### config.mk
export PLATFORM = sky130hd
export DESIGN_NAME = load_store_unit
export DESIGN_NICKNAME = d
export VERILOG_FILES = /design/src/rtl/load_store_unit.sv
export SDC_FILE = /design/constraint.sdc
export NUM_CORES = 1
export LEC_CHECK = 0
export CORE_MARGIN = 3
export CORE_UTILIZATION = 50
export DETAILED_ROUTE_END_ITERATION = 6
export PLACE_DENSITY = 0.94
export SYNTH_ARGS = -nofsm -noshare
export SYNTH_HDL_FRONTEND = slang
export SYNTH_SLANG_ARGS = --single-unit
### constraint.sdc
create_clock -name clk -period 4.51 [get_ports clk]
set_input_delay 0.902 -clock clk [delete_from_list [all_inputs] [get_ports clk]]
set_output_delay 0.902 -clock clk [all_outputs]
set_load 0.1 [all_outputs]
### src/rtl/load_store_unit.sv
// Load/store initiator for a word-indexed data memory: sub-word slicing, RMW byte/half stores, fault checks.
// Optional define LSU_FWD_EN adds a one-entry last-write buffer that lets matching loads skip the memory read.
module load_store_unit #(
  parameter int MEM_WORDS = 200,
  parameter int ADDR_W    = 32
) (
  input  logic              clk,
  input  logic              rst_n,
  input  logic              ls_valid,
  input  logic              ls_load,
  input  logic              ls_store,
  input  logic [1:0]        ls_size,
  input  logic              ls_signed,
  input  logic [ADDR_W-1:0] ls_addr,
  input  logic [31:0]       ls_wdata,
  output logic              ls_ready,
  output logic              ls_done,
  output logic [31:0]       ls_rdata,
  output logic              ls_fault,
  output logic [1:0]        ls_cause,
  output logic              MemRead,
  output logic              MemWrite,
  output logic [31:0]       ALUOut,
  output logic [31:0]       reg2data,
  input  logic [31:0]       memout
);

  localparam logic [2:0] S_IDLE = 3'd0;
  localparam logic [2:0] S_RD   = 3'd1;
  localparam logic [2:0] S_WR   = 3'd2;
  localparam logic [2:0] S_DONE = 3'd3;
  localparam logic [2:0] S_FLT  = 3'd4;

  logic [2:0]  state;
  logic        load_p1;
  logic        signed_p1;
  logic [1:0]  size_p1;
  logic [1:0]  lane_p1;
  logic [31:0] wdata_p1;

  logic        accept;
  logic        illegal_c;
  logic        misal_c;
  logic        oor_c;
  logic        hit_c;
  logic [1:0]  cause_c;
  logic [31:0] idx_c;
  logic [31:0] fwd_word;

  function automatic logic [31:0] lane_load(input logic [31:0] w, input logic [1:0] sz,
                                            input logic [1:0] lane, input logic sgn);
    logic [7:0]  b;
    logic [15:0] h;
    b = w[{lane, 3'b000} +: 8];
    h = lane[1] ? w[31:16] : w[15:0];
    case (sz)
      2'b00:   return {{24{sgn & b[7]}}, b};
      2'b01:   return {{16{sgn & h[15]}}, h};
      default: return w;
    endcase
  endfunction

  function automatic logic [31:0] store_merge(input logic [31:0] w, input logic [31:0] d,
                                              input logic [1:0] sz, input logic [1:0] lane);
    logic [31:0] m;
    m = w;
    case (sz)
      2'b00:   m[{lane, 3'b000} +: 8] = d[7:0];
      2'b01:   if (lane[1]) m[31:16] = d[15:0]; else m[15:0] = d[15:0];
      default: m = d;
    endcase
    return m;
  endfunction

  assign ls_ready = (state == S_IDLE);
  assign ls_done  = (state == S_DONE) || (state == S_FLT);
  assign ls_fault = (state == S_FLT);
  assign MemRead  = (state == S_RD);
  assign MemWrite = (state == S_WR);

  assign accept    = ls_valid & ls_ready;
  assign idx_c     = 32'(ls_addr[ADDR_W-1:2]);
  assign illegal_c = (ls_size == 2'b11) || (ls_load == ls_store);
  assign misal_c   = ((ls_size == 2'b01) && ls_addr[0]) || ((ls_size == 2'b10) && (ls_addr[1:0] != 2'b00));
  assign oor_c     = (idx_c >= 32'(MEM_WORDS));

  always_comb begin
    cause_c = 2'b00;
    if (illegal_c)    cause_c = 2'b11;
    else if (misal_c) cause_c = 2'b01;
    else if (oor_c)   cause_c = 2'b10;
  end

`ifdef LSU_FWD_EN
  logic        fwd_vld;
  logic [31:0] fwd_idx;
  logic [31:0] fwd_data;

  assign hit_c    = ls_load & fwd_vld & (fwd_idx == idx_c);
  assign fwd_word = fwd_data;

  always_ff @(posedge clk or negedge rst_n) begin
    if (!rst_n)              fwd_vld <= 1'b0;
    else if (state == S_WR)  fwd_vld <= 1'b1;
  end

  // memory is only written by this unit, so the last write is always current
  always_ff @(posedge clk) begin
    if (state == S_WR) begin
      fwd_idx  <= ALUOut;
      fwd_data <= reg2data;
    end
  end
`else
  assign hit_c    = 1'b0;
  assign fwd_word = 32'h0;
`endif

  // p1: request captured at the accept edge
  always_ff @(posedge clk) begin
    if (accept) begin
      load_p1   <= ls_load;
      signed_p1 <= ls_signed;
      size_p1   <= ls_size;
      lane_p1   <= ls_addr[1:0];
      wdata_p1  <= ls_wdata;
    end
  end

  always_ff @(posedge clk or negedge rst_n) begin
    if (!rst_n) begin
      state    <= S_IDLE;
      ls_cause <= 2'b00;
      ls_rdata <= 32'h0;
      ALUOut   <= 32'h0;
      reg2data <= 32'h0;
    end else begin
      case (state)
        S_IDLE: begin
          if (accept) begin
            if (cause_c != 2'b00) begin
              ls_cause <= cause_c;
              state    <= S_FLT;
            end else begin
              ls_cause <= 2'b00;
              ALUOut   <= idx_c;
              if (hit_c) begin
                ls_rdata <= lane_load(fwd_word, ls_size, ls_addr[1:0], ls_signed);
                state    <= S_DONE;
              end else if (ls_store && (ls_size == 2'b10)) begin
                reg2data <= ls_wdata;
                state    <= S_WR;
              end else begin
                state    <= S_RD;
              end
            end
          end
        end
        S_RD: begin
          if (load_p1) begin
            ls_rdata <= lane_load(memout, size_p1, lane_p1, signed_p1);
            state    <= S_DONE;
          end else begin
            reg2data <= store_merge(memout, wdata_p1, size_p1, lane_p1);
            state    <= S_WR;
          end
        end
        S_WR:    state <= S_DONE;
        default: state <= S_IDLE;
      endcase
    end
  end

endmodule

==> flow_summary.json, run 1 <==
{
  "critPathRequiredTime_ps": 3610,
  "worstRegToRegCells": 7,
  "worstSetupStartpointType": "flop",
  "grt_pass1_wl_mm": 34.5,
  "fin_skew_ps": 5.60,
  "postCtsSetupRepairBufs": 0,
  "cp_data_arrival_time_ps": 2540,
  "finalHoldViolCount": 0,
  "p_leak_nw": 4.16,
  "hold-path-cell-count": 2,
  "die_x_microns": 125,
  "synth.area.mux_share_pct": 11.6,
  "path_depth": 2,
  "netlist_area_sq_mm": 0.00706,
  "dp_cells": 1015,
  "die_h_microns": 125,
  "cts_hold_buffers": 0,
  "worst_slew_pin_slew_ps": 1160,
  "dieArea_sq_mm": 0.0156,
  "drive_gt1_share_pct": 11.7,
  "setup_viol": 0,
  "start_util_pct": 52.3,
  "drtIter0Drc": 648,
  "nFillCells": 948,
  "async_reset_ff_share_pct": 72.3,
  "grt_setup_unrepaired": "no",
  "fin_area_sq_mm": 0.00971,
  "end_kind": "output port",
  "synth_top_family_by_area": "compound AO/OA/AOI/OAI gates",
  "cap_violations": 0,
  "vias": 6275,
  "diodes": 0,
  "layout.nets": 967,
  "max_freq_ghz": 0.291,
  "power_density_mw_per_mm2": 309,
  "path_cells": "nor3b_1, clkdlybuf4s50_1",
  "antenna_found_initial": 0,
  "first_pass_iters": 6,
  "ys_warn_count": 0,
  "rows": 42,
  "grtUsageTotal_pct": 28.2,
  "htreeDepth": 4,
  "min_period_ps": 3440,
  "synthAdderAreaFrac_pct": 0.886,
  "cts_made_buffers": 17,
  "slew_viol_final": 0,
  "cts_tree": "done",
  "syn_avg_cell_area_sq_um": 10.5,
  "total_power_mw": 3.00,
  "drt_wl_total_mm": 21.9,
  "dp_hpwl_mm": 15.6,
  "cp_max_fo": 7,
  "critical_path.max_stage_delay_ps": 1240,
  "synth-edff-count": 38,
  "ioPinCount": 207,
  "layoutNonFillerInstCount": 1047,
  "clk_latency_ps": 430,
  "post_drt_wl_per_cell_microns": 20.9,
  "synth-seq-area-share_pct": 51.2,
  "remaining_drc_errors": 0,
  "cts.reportedPaths.clkPinSlew_ps": 60,
  "synth_xor_area_share_pct": 0.124,
  "cp.buffers_inverters": 1,
  "cpMaxStageDelayCell": "clkdlybuf4s50_1",
  "synth_cells": 674,
  "fin_util_pct": 71.9,
  "ctsResizeCount": 0,
  "yosys.cell_types.count": 52,
  "peakVddDrop_mv": 0.215,
  "synth-simple-area-share_pct": 15.4,
  "grt_overflow": 0,
  "io_buffer_count": 204,
  "layout_commonest_cell": "clkdlybuf4s50_1",
  "hp-class": "reg -> reg",
  "ys_ff_latch": 137,
  "cts.root.buffer_cell": "clkbuf_16",
  "grt_max_degree": 70,
  "crit_type": "reg -> out",
  "cts_num_sinks": 137,
  "grt_pass1_vias": 6394,
  "critical_path.top_delay_family": "buffers and inverters",
  "place_area_sq_mm": 0.00917,
  "fin_crit_sh_pct": 76.3,
  "synthFlopType": "dfrtp_1",
  "clk_path_buf_depth": 2,
  "run_status": "complete, no violations",
  "core_sq_mm": 0.0135,
  "gp_congestion": 0.925,
  "viasPerCell": 5.99,
  "synth_compound_area_share_pct": 17.2,
  "final_cell_mix": "202 x clkdlybuf4s50_1, 99 x dfrtp_1, 75 x nor2_1, 70 x nand2_1, 43 x a21oi_1",
  "relSlewSlack_pct": 22.6,
  "ant_nets": 0,
  "tns_ps": 0,
  "synthToLayoutAreaGrowth_pct": 37.4
}
-- worst reg2reg max path, cell delays in order, from the launching register on --
cell and delay [ps]:
edfxtp_1 410, inv_1 410, ha_1 390, nor3b_1 830
a31o_2 270, a221oi_1 90, a21oi_1 270, mux2_4 170
-- worst paths after layout --
check                                    startpoint                  endpoint  slack, ps
setup reg to reg               lane_p1[1]$_DFFE_PP_  reg2data[31]$_DFFE_PN0P_       1610
min in group asynchronous                     rst_n   ls_rdata[0]$_DFFE_PN0P_        590
max in group asynchronous                     rst_n  reg2data[25]$_DFFE_PN0P_       3010
setup / recovery               state[1]$_DFFE_PN0N_                  MemWrite       1070
hold reg to reg            ls_rdata[11]$_DFFE_PN0P_  ls_rdata[11]$_DFFE_PN0P_        480
hold / removal             ls_rdata[11]$_DFFE_PN0P_  ls_rdata[11]$_DFFE_PN0P_        480
-- state kept, by name, summed over array words and instances, names as in the netlist --
name and flops:
ls_rdata 32, reg2data 32, wdata_p1 32, ALUOut 30, state 3, lane_p1 2
ls_cause 2, size_p1 2, load_p1 1, signed_p1 1
-- cell families after synthesis --
logic type | after synthesis
and+or+nand+nor | 228
DFF | 137
buffers and inverters | 58
AOI/OAI and AO/OA | 178
other | 1
adders and majority gates | 5
xor gates and xnor gates | 1
muxes | 66
-- report_power, final --
part           switching [mW]  total (mW)  leakage, nW  internal (mW)
clock                   0.515        1.29        0.267          0.776
sequential             0.0268        1.33         1.64           1.31
combinational           0.213       0.379         2.26          0.166
total                   0.755        3.00         4.16           2.25
-- cell usage after synthesis (5+ instances only) --
library cell,number,area (sq um)
dfrtp_1,99,2480
nor2_1,75,282
nand2_1,70,263
a21oi_1,43,215
edfxtp_1,38,1140
clkbuf_1,33,124
o21ai_0,29,145
mux2_4,27,405
a221oi_1,25,219
and2_1,22,138
mux2i_1,22,220
nor2b_1,20,125
mux2_2,17,191
a31o_2,16,140
a31oi_1,14,87.6
nand2b_1,13,81.3
o22ai_1,11,68.8
a22oi_1,10,75.1
inv_1,10,37.5
nor3_1,9,45.0
a211oi_1,8,60.1
buf_2,7,35.0
a222oi_1,6,60.1
ha_1,5,62.6
nor4_1,5,31.3
-- final cells by class --
cell class	count	area [sq um]	share of cell area, %
Inverter	11	41.3	0.425
Clock inverter	10	75.1	0.773
Sequential cell	137	3620	37.3
Tap cell	176	220	2.27
Clock buffer	22	464	4.78
Timing Repair Buffer	211	2090	21.5
Multi-Input combinational cell	480	3200	32.9
-- through the flow --
stage / setup slack, ps / hold WS, ps
after floorplan: 631 / 571
after global placement: 995 / 463
after detailed placement: 938 / 469
after CTS: 1020 / 483
after global routing: 909 / 511
final: 1070 / 480
-- metal layers --
layer | part of all wire (%) | wire, microns | GRT usage (%)
met4 | 3.3 | 722 | 10.5
met1 | 38 | 8250 | 34.6
met3 | 11 | 2450 | 9.26
met2 | 48 | 10400 | 46.5
met5 | 0 | 0 | 0
Note: power is estimated with default switching activity, not from simulation.
==> run 2: changes to the inputs <==
--- a/config.mk
+++ b/config.mk
@@ -6,9 +6,9 @@
 export NUM_CORES = 1
 export LEC_CHECK = 0
 export CORE_MARGIN = 3
-export CORE_UTILIZATION = 50
+export CORE_UTILIZATION = 48
 export DETAILED_ROUTE_END_ITERATION = 6
-export PLACE_DENSITY = 0.94
+export PLACE_DENSITY = 0.91
 export SYNTH_ARGS = -nofsm -noshare
 export SYNTH_HDL_FRONTEND = slang
 export SYNTH_SLANG_ARGS = --single-unit
==> constraint.sdc (replaced) <==
create_clock -name clk -period 3.5 [get_ports clk]
set_input_delay 0.7 -clock clk [delete_from_list [all_inputs] [get_ports clk]]
set_output_delay 0.7 -clock clk [all_outputs]
set_load 0.1 [all_outputs]
==> run 2 against run 1 <==
- via count decreased by 1.7%
- critical path type unchanged
- cell count increased by 1.1%
- largest power group is now clock
- count of clock-buffer cells in the layout decreased by 1
- register-to-register slack got worse by 860 ps
- total power increased by 33%
- sequential cell count unchanged
- clock power increased by 38%
==> flow_summary.json, run 2 (synthesis gave the netlist of run 1 again) <==
{
  "start_util_pct": 49.9,
  "hold_slack_ps": 352,
  "gp_congestion": 0.935,
  "nFillCells": 1048,
  "tns_ps": 0,
  "grt_max_degree": 58,
  "rrSetupSlack_ps": 750,
  "max_freq_ghz": 0.354,
  "diodes": 0,
  "grt_setup_unrepaired": "no",
  "drive_gt1_share_pct": 17.9,
  "dieArea_sq_mm": 0.0162,
  "r2r_end": "reg2data[25]$_DFFE_PN0P_",
  "layout.nets": 975,
  "cts.root.buffer_cell": "clkbuf_16",
  "ioPinCount": 207,
  "rows": 43,
  "htreeDepth": 4,
  "path_cells": "nor2_1, nand2_1, clkinv_1, buf_12",
  "crit_type": "reg -> out",
  "finalHoldViolCount": 0,
  "dp_hpwl_mm": 15.6,
  "grtUsageTotal_pct": 26.7,
  "die_h_microns": 127,
  "cap_violations": 0,
  "hp-class": "in -> async",
  "fin_area_sq_mm": 0.00976,
  "cp.buffers_inverters": 2,
  "synthToLayoutAreaGrowth_pct": 38.1,
  "final_cell_mix": "161 x clkdlybuf4s50_1, 99 x dfrtp_1, 75 x nor2_1, 70 x nand2_1, 56 x buf_4",
  "cpMaxStageDelayCell": "dfrtp_1",
  "critical_path.top_delay_family": "buffers and inverters",
  "relSlewSlack_pct": 33.4,
  "min_period_ps": 2820,
  "core_sq_mm": 0.0141,
  "io_buffer_count": 204,
  "setup_viol": 0,
  "grt_pass1_wl_mm": 33.3,
  "end_kind": "output port",
  "clk_latency_ps": 430,
  "cp_data_arrival_time_ps": 2120,
  "r2r_start": "lane_p1[1]$_DFFE_PP_",
  "remaining_drc_errors": 0,
  "grt_pass1_vias": 6077,
  "worstSetupStartpointType": "flop",
  "layout_commonest_cell": "clkdlybuf4s50_1",
  "critPathRequiredTime_ps": 2800,
  "worstRegToRegCells": 7,
  "drt_wl_total_mm": 21.5,
  "reg_top3": "ls_rdata x32, reg2data x32, wdata_p1 x32",
  "fin_crit_sh_pct": 80.6,
  "ctsResizeCount": 0,
  "power_density_mw_per_mm2": 409,
  "worst_slew_pin_slew_ps": 996,
  "startpoint": "state[1]$_DFFE_PN0N_",
  "antenna_found_initial": 0,
  "first_pass_iters": 6,
  "cts_num_sinks": 137,
  "seqCellArea_sq_mm": 0.00362,
  "cts_made_buffers": 17,
  "post_drt_wl_per_cell_microns": 20.3,
  "postCtsSetupRepairBufs": 0,
  "run_status": "complete, no violations",
  "cts_tree": "done",
  "multiInputGateArea_sq_mm": 0.00321,
  "drtIter0Drc": 671,
  "critical_path.max_stage_delay_ps": 490,
  "ant_nets": 0,
  "vias": 6170,
  "cts_hold_buffers": 0,
  "viasPerCell": 5.83,
  "cts.reportedPaths.clkPinSlew_ps": 60,
  "p_leak_nw": 4.29,
  "slew_viol_final": 0,
  "peakVddDrop_mv": 0.311,
  "place_area_sq_mm": 0.00917,
  "fin_skew_ps": 13.3,
  "grt_overflow": 0,
  "clk_path_buf_depth": 2,
  "die_x_microns": 127,
  "cp_max_fo": 11
}
run 2: how the worst max path moves through the flow:
stage	endpoint	slack, ps	cells past startpoint
floorplan	ls_done	80	3
global placement	ALUOut[11]$_DFFE_PN0P_	450	7
global route	reg2data[25]$_DFFE_PN0P_	530	7
finish	MemRead	680	4
CTS	MemRead	680	4
detailed placement	ALUOut[12]$_DFFE_PN0P_	410	7
run 2: metrics by stage:
stage | total power, mW | instances | utilization, % | setup WS [ps]
6_report | 3.99 | 1059 | 69.0 | 679
4_1_cts | 4.01 | 1059 | 69.0 | 676
5_1_grt | 4.12 | 1059 | 69.0 | 531
3_3_place_gp | 2.22 | 1027 | 64.8 | 453
2_1_floorplan | 1.98 | 675 | - | 77.9
3_5_place_dp | 2.23 | 1027 | 64.8 | 405
run 2: routing by layer:
metal,share of wire (%),routed length [microns],track usage (%)
met1,39,8440,33.6
met5,0,0,0
met4,3.3,702,10.7
met2,47,10100,43.0
met3,11,2290,8.44
run 2: area by class of cell:
type	count	share of cell area [%]
clock buffers	21	4.82
flip-flops and latches	137	37.1
multi-input cells	480	32.9
well taps	180	2.31
inverters	11	0.423
repair buffers	219	21.2
clock inverters	11	1.23
run 2: where the power goes:
part	total, mW	internal [mW]	switching, mW
combinational	0.498	0.218	0.280
clock	1.78	1.10	0.675
sequential	1.71	1.68	0.0318
total	3.99	3.00	0.987
==> run 3: changes to the inputs <==
==> constraint.sdc (replaced) <==
create_clock -name clk -period 2.65 [get_ports clk]
set_input_delay 0.53 -clock clk [delete_from_list [all_inputs] [get_ports clk]]
set_output_delay 0.53 -clock clk [all_outputs]
set_load 0.1 [all_outputs]
==> run 3 against run 2 <==
- wire length grew 3.7%
- clock skew shrank 3.3 ps
- clock power rose by 33%
- sequential power grew 32%
- critical endpoint is now reg2data[27]$_DFFE_PN0P_
==> flow_summary.json, run 3 (synthesis gave the netlist of run 1 again) <==
{
  "ant_nets": 0,
  "relSlewSlack_pct": 33.4,
  "layout.nets": 1001,
  "cap_violations": 0,
  "cts.root.buffer_cell": "clkbuf_16",
  "hp-class": "reg -> reg",
  "drtIter0Drc": 565,
  "die_h_microns": 127,
  "peakVddDrop_mv": 0.456,
  "finalHoldViolCount": 0,
  "p_leak_nw": 4.54,
  "min_period_ps": 2480,
  "cts.reportedPaths.clkPinSlew_ps": 60,
  "viasPerCell": 5.87,
  "core_sq_mm": 0.0141,
  "post_drt_wl_per_cell_microns": 20.6,
  "clk_path_buf_depth": 2,
  "setup_viol": 0,
  "die_x_microns": 127,
  "fin_crit_sh_pct": 93.5,
  "worstRegToRegCells": 7,
  "run_status": "complete, no violations",
  "grt_pass1_wl_mm": 34.3,
  "multiInputGateArea_sq_mm": 0.00322,
  "power_density_mw_per_mm2": 539,
  "vias": 6368,
  "tns_ps": 0,
  "drive_gt1_share_pct": 27.0,
  "critPathRequiredTime_ps": 3020,
  "htreeDepth": 4,
  "grt_setup_unrepaired": "no",
  "cts_made_buffers": 17,
  "rrSetupSlack_ps": 170,
  "crit_type": "reg -> reg",
  "gp_congestion": 0.966,
  "first_pass_iters": 5,
  "layoutNonFillerInstCount": 1085,
  "max_freq_ghz": 0.404,
  "remaining_drc_errors": 0,
  "io_buffer_count": 204,
  "seqCellArea_sq_mm": 0.00362,
  "final_cell_mix": "137 x buf_4, 102 x clkdlybuf4s50_1, 99 x dfrtp_1, 75 x nor2_1, 67 x nand2_1",
  "fin_skew_ps": 9.98,
  "place_area_sq_mm": 0.00925,
  "hold_slack_ps": 493,
  "drt_wl_total_mm": 22.3,
  "grt_overflow": 0,
  "r2r_end": "reg2data[27]$_DFFE_PN0P_",
  "postCtsSetupRepairBufs": 0,
  "fin_area_sq_mm": 0.00987,
  "crit_end": "reg2data[27]$_DFFE_PN0P_",
  "startpoint": "lane_p1[1]$_DFFE_PP_",
  "cp_max_fo": 8,
  "layout_commonest_cell": "buf_4",
  "clk_latency_ps": 430,
  "worstSetupStartpointType": "flop",
  "reg_top3": "ls_rdata x32, reg2data x32, wdata_p1 x32",
  "dp_cells": 1052,
  "diodes": 0,
  "worst_slew_pin_slew_ps": 997,
  "synthToLayoutAreaGrowth_pct": 39.7,
  "slew_viol_final": 0,
  "fin_util_pct": 69.7,
  "nFillCells": 1029,
  "start_util_pct": 49.9,
  "antenna_found_initial": 1,
  "grt_max_degree": 59,
  "dp_hpwl_mm": 16.4,
  "dieArea_sq_mm": 0.0162,
  "grtUsageTotal_pct": 27.5,
  "hold_start": "ls_rdata[12]$_DFFE_PN0P_",
  "grt_pass1_vias": 6399,
  "cts_tree": "done",
  "rows": 43,
  "r2r_start": "lane_p1[1]$_DFFE_PP_",
  "cp_data_arrival_time_ps": 2840,
  "cts_num_sinks": 137,
  "end_kind": "flop",
  "ioPinCount": 207
}
==> run 3: cell count changes in the layout (fill, tap and decap cells not counted), sizes merged <==
| cell | delta |
|---|---|
| clkdlybuf4s50 | -59 |
| clkinvlp | -1 |
| dlygate4sd3 | +1 |
| clkbuf | +6 |
| inv | -1 |
| clkinv | -3 |
| bufinv | -1 |
| buf | +84 |
==> run 3: worst max-delay path, cell delays in order, from the launching register on <==
cell,delay (ps)
edfxtp_1,430
inv_1,150
ha_1,290
nor3b_1,820
a31o_2,280
a221oi_1,80
a21oi_1,200
mux2_4,160
==> run 3: through the flow <==
stage                     setup slack, ps  total power, mW
after floorplan                      -542             2.62
after global placement               -288             2.96
after detailed placement             -368             2.97
after CTS                            47.5             5.34
after global routing                 37.2             5.50
final                                 173             5.32
==> run 3: worst min-delay path by stage <==
stage,endpoint,slack [ps],cells after the start
2_1_floorplan,ALUOut[0]$_DFFE_PN0P_,230,0
3_3_place_gp,ls_rdata[0]$_DFFE_PN0P_,430,1
3_5_place_dp,ls_rdata[6]$_DFFE_PN0P_,430,1
4_1_cts,ALUOut[29]$_DFFE_PN0P_,490,1
5_1_grt,ALUOut[29]$_DFFE_PN0P_,510,1
6_report,ls_rdata[12]$_DFFE_PN0P_,490,2
==> run 3: where the power goes <==
group	leakage (nW)	total [mW]	internal, mW	switching [mW]
sequential	1.64	2.26	2.22	0.0348
combinational	2.60	0.696	0.309	0.387
clock	0.295	2.37	1.49	0.873
total	4.54	5.32	4.03	1.29
==> run 3: what timing repair did <==
item | 4_1_cts | 5_1_grt
hold buffers | 1 | 0
resized for setup | 0 | 2
endpoints found under the setup margin | 0 | 26
endpoints found under the hold margin | 18 | 0
==> run 3: cell type report <==
cell class / instances / share of cell area (%)
multi-input combinational: 480 / 32.7
clock buffer: 27 / 5.51
tap: 180 / 2.28
clock inverter: 5 / 0.545
inverter: 11 / 0.456
sequential: 137 / 36.7
timing repair buffer: 245 / 21.9
==> run 3: routing by layer <==
| metal | vias up | wire, microns | track usage (%) |
|---|---|---|---|
| li1 | 2901 | - | - |
| met1 | 2965 | 8220 | 33.0 |
| met2 | 408 | 10300 | 43.4 |
| met3 | 92 | 2490 | 8.90 |
| met4 | 2 | 1270 | 16.3 |
| met5 | - | 9 | 0 |
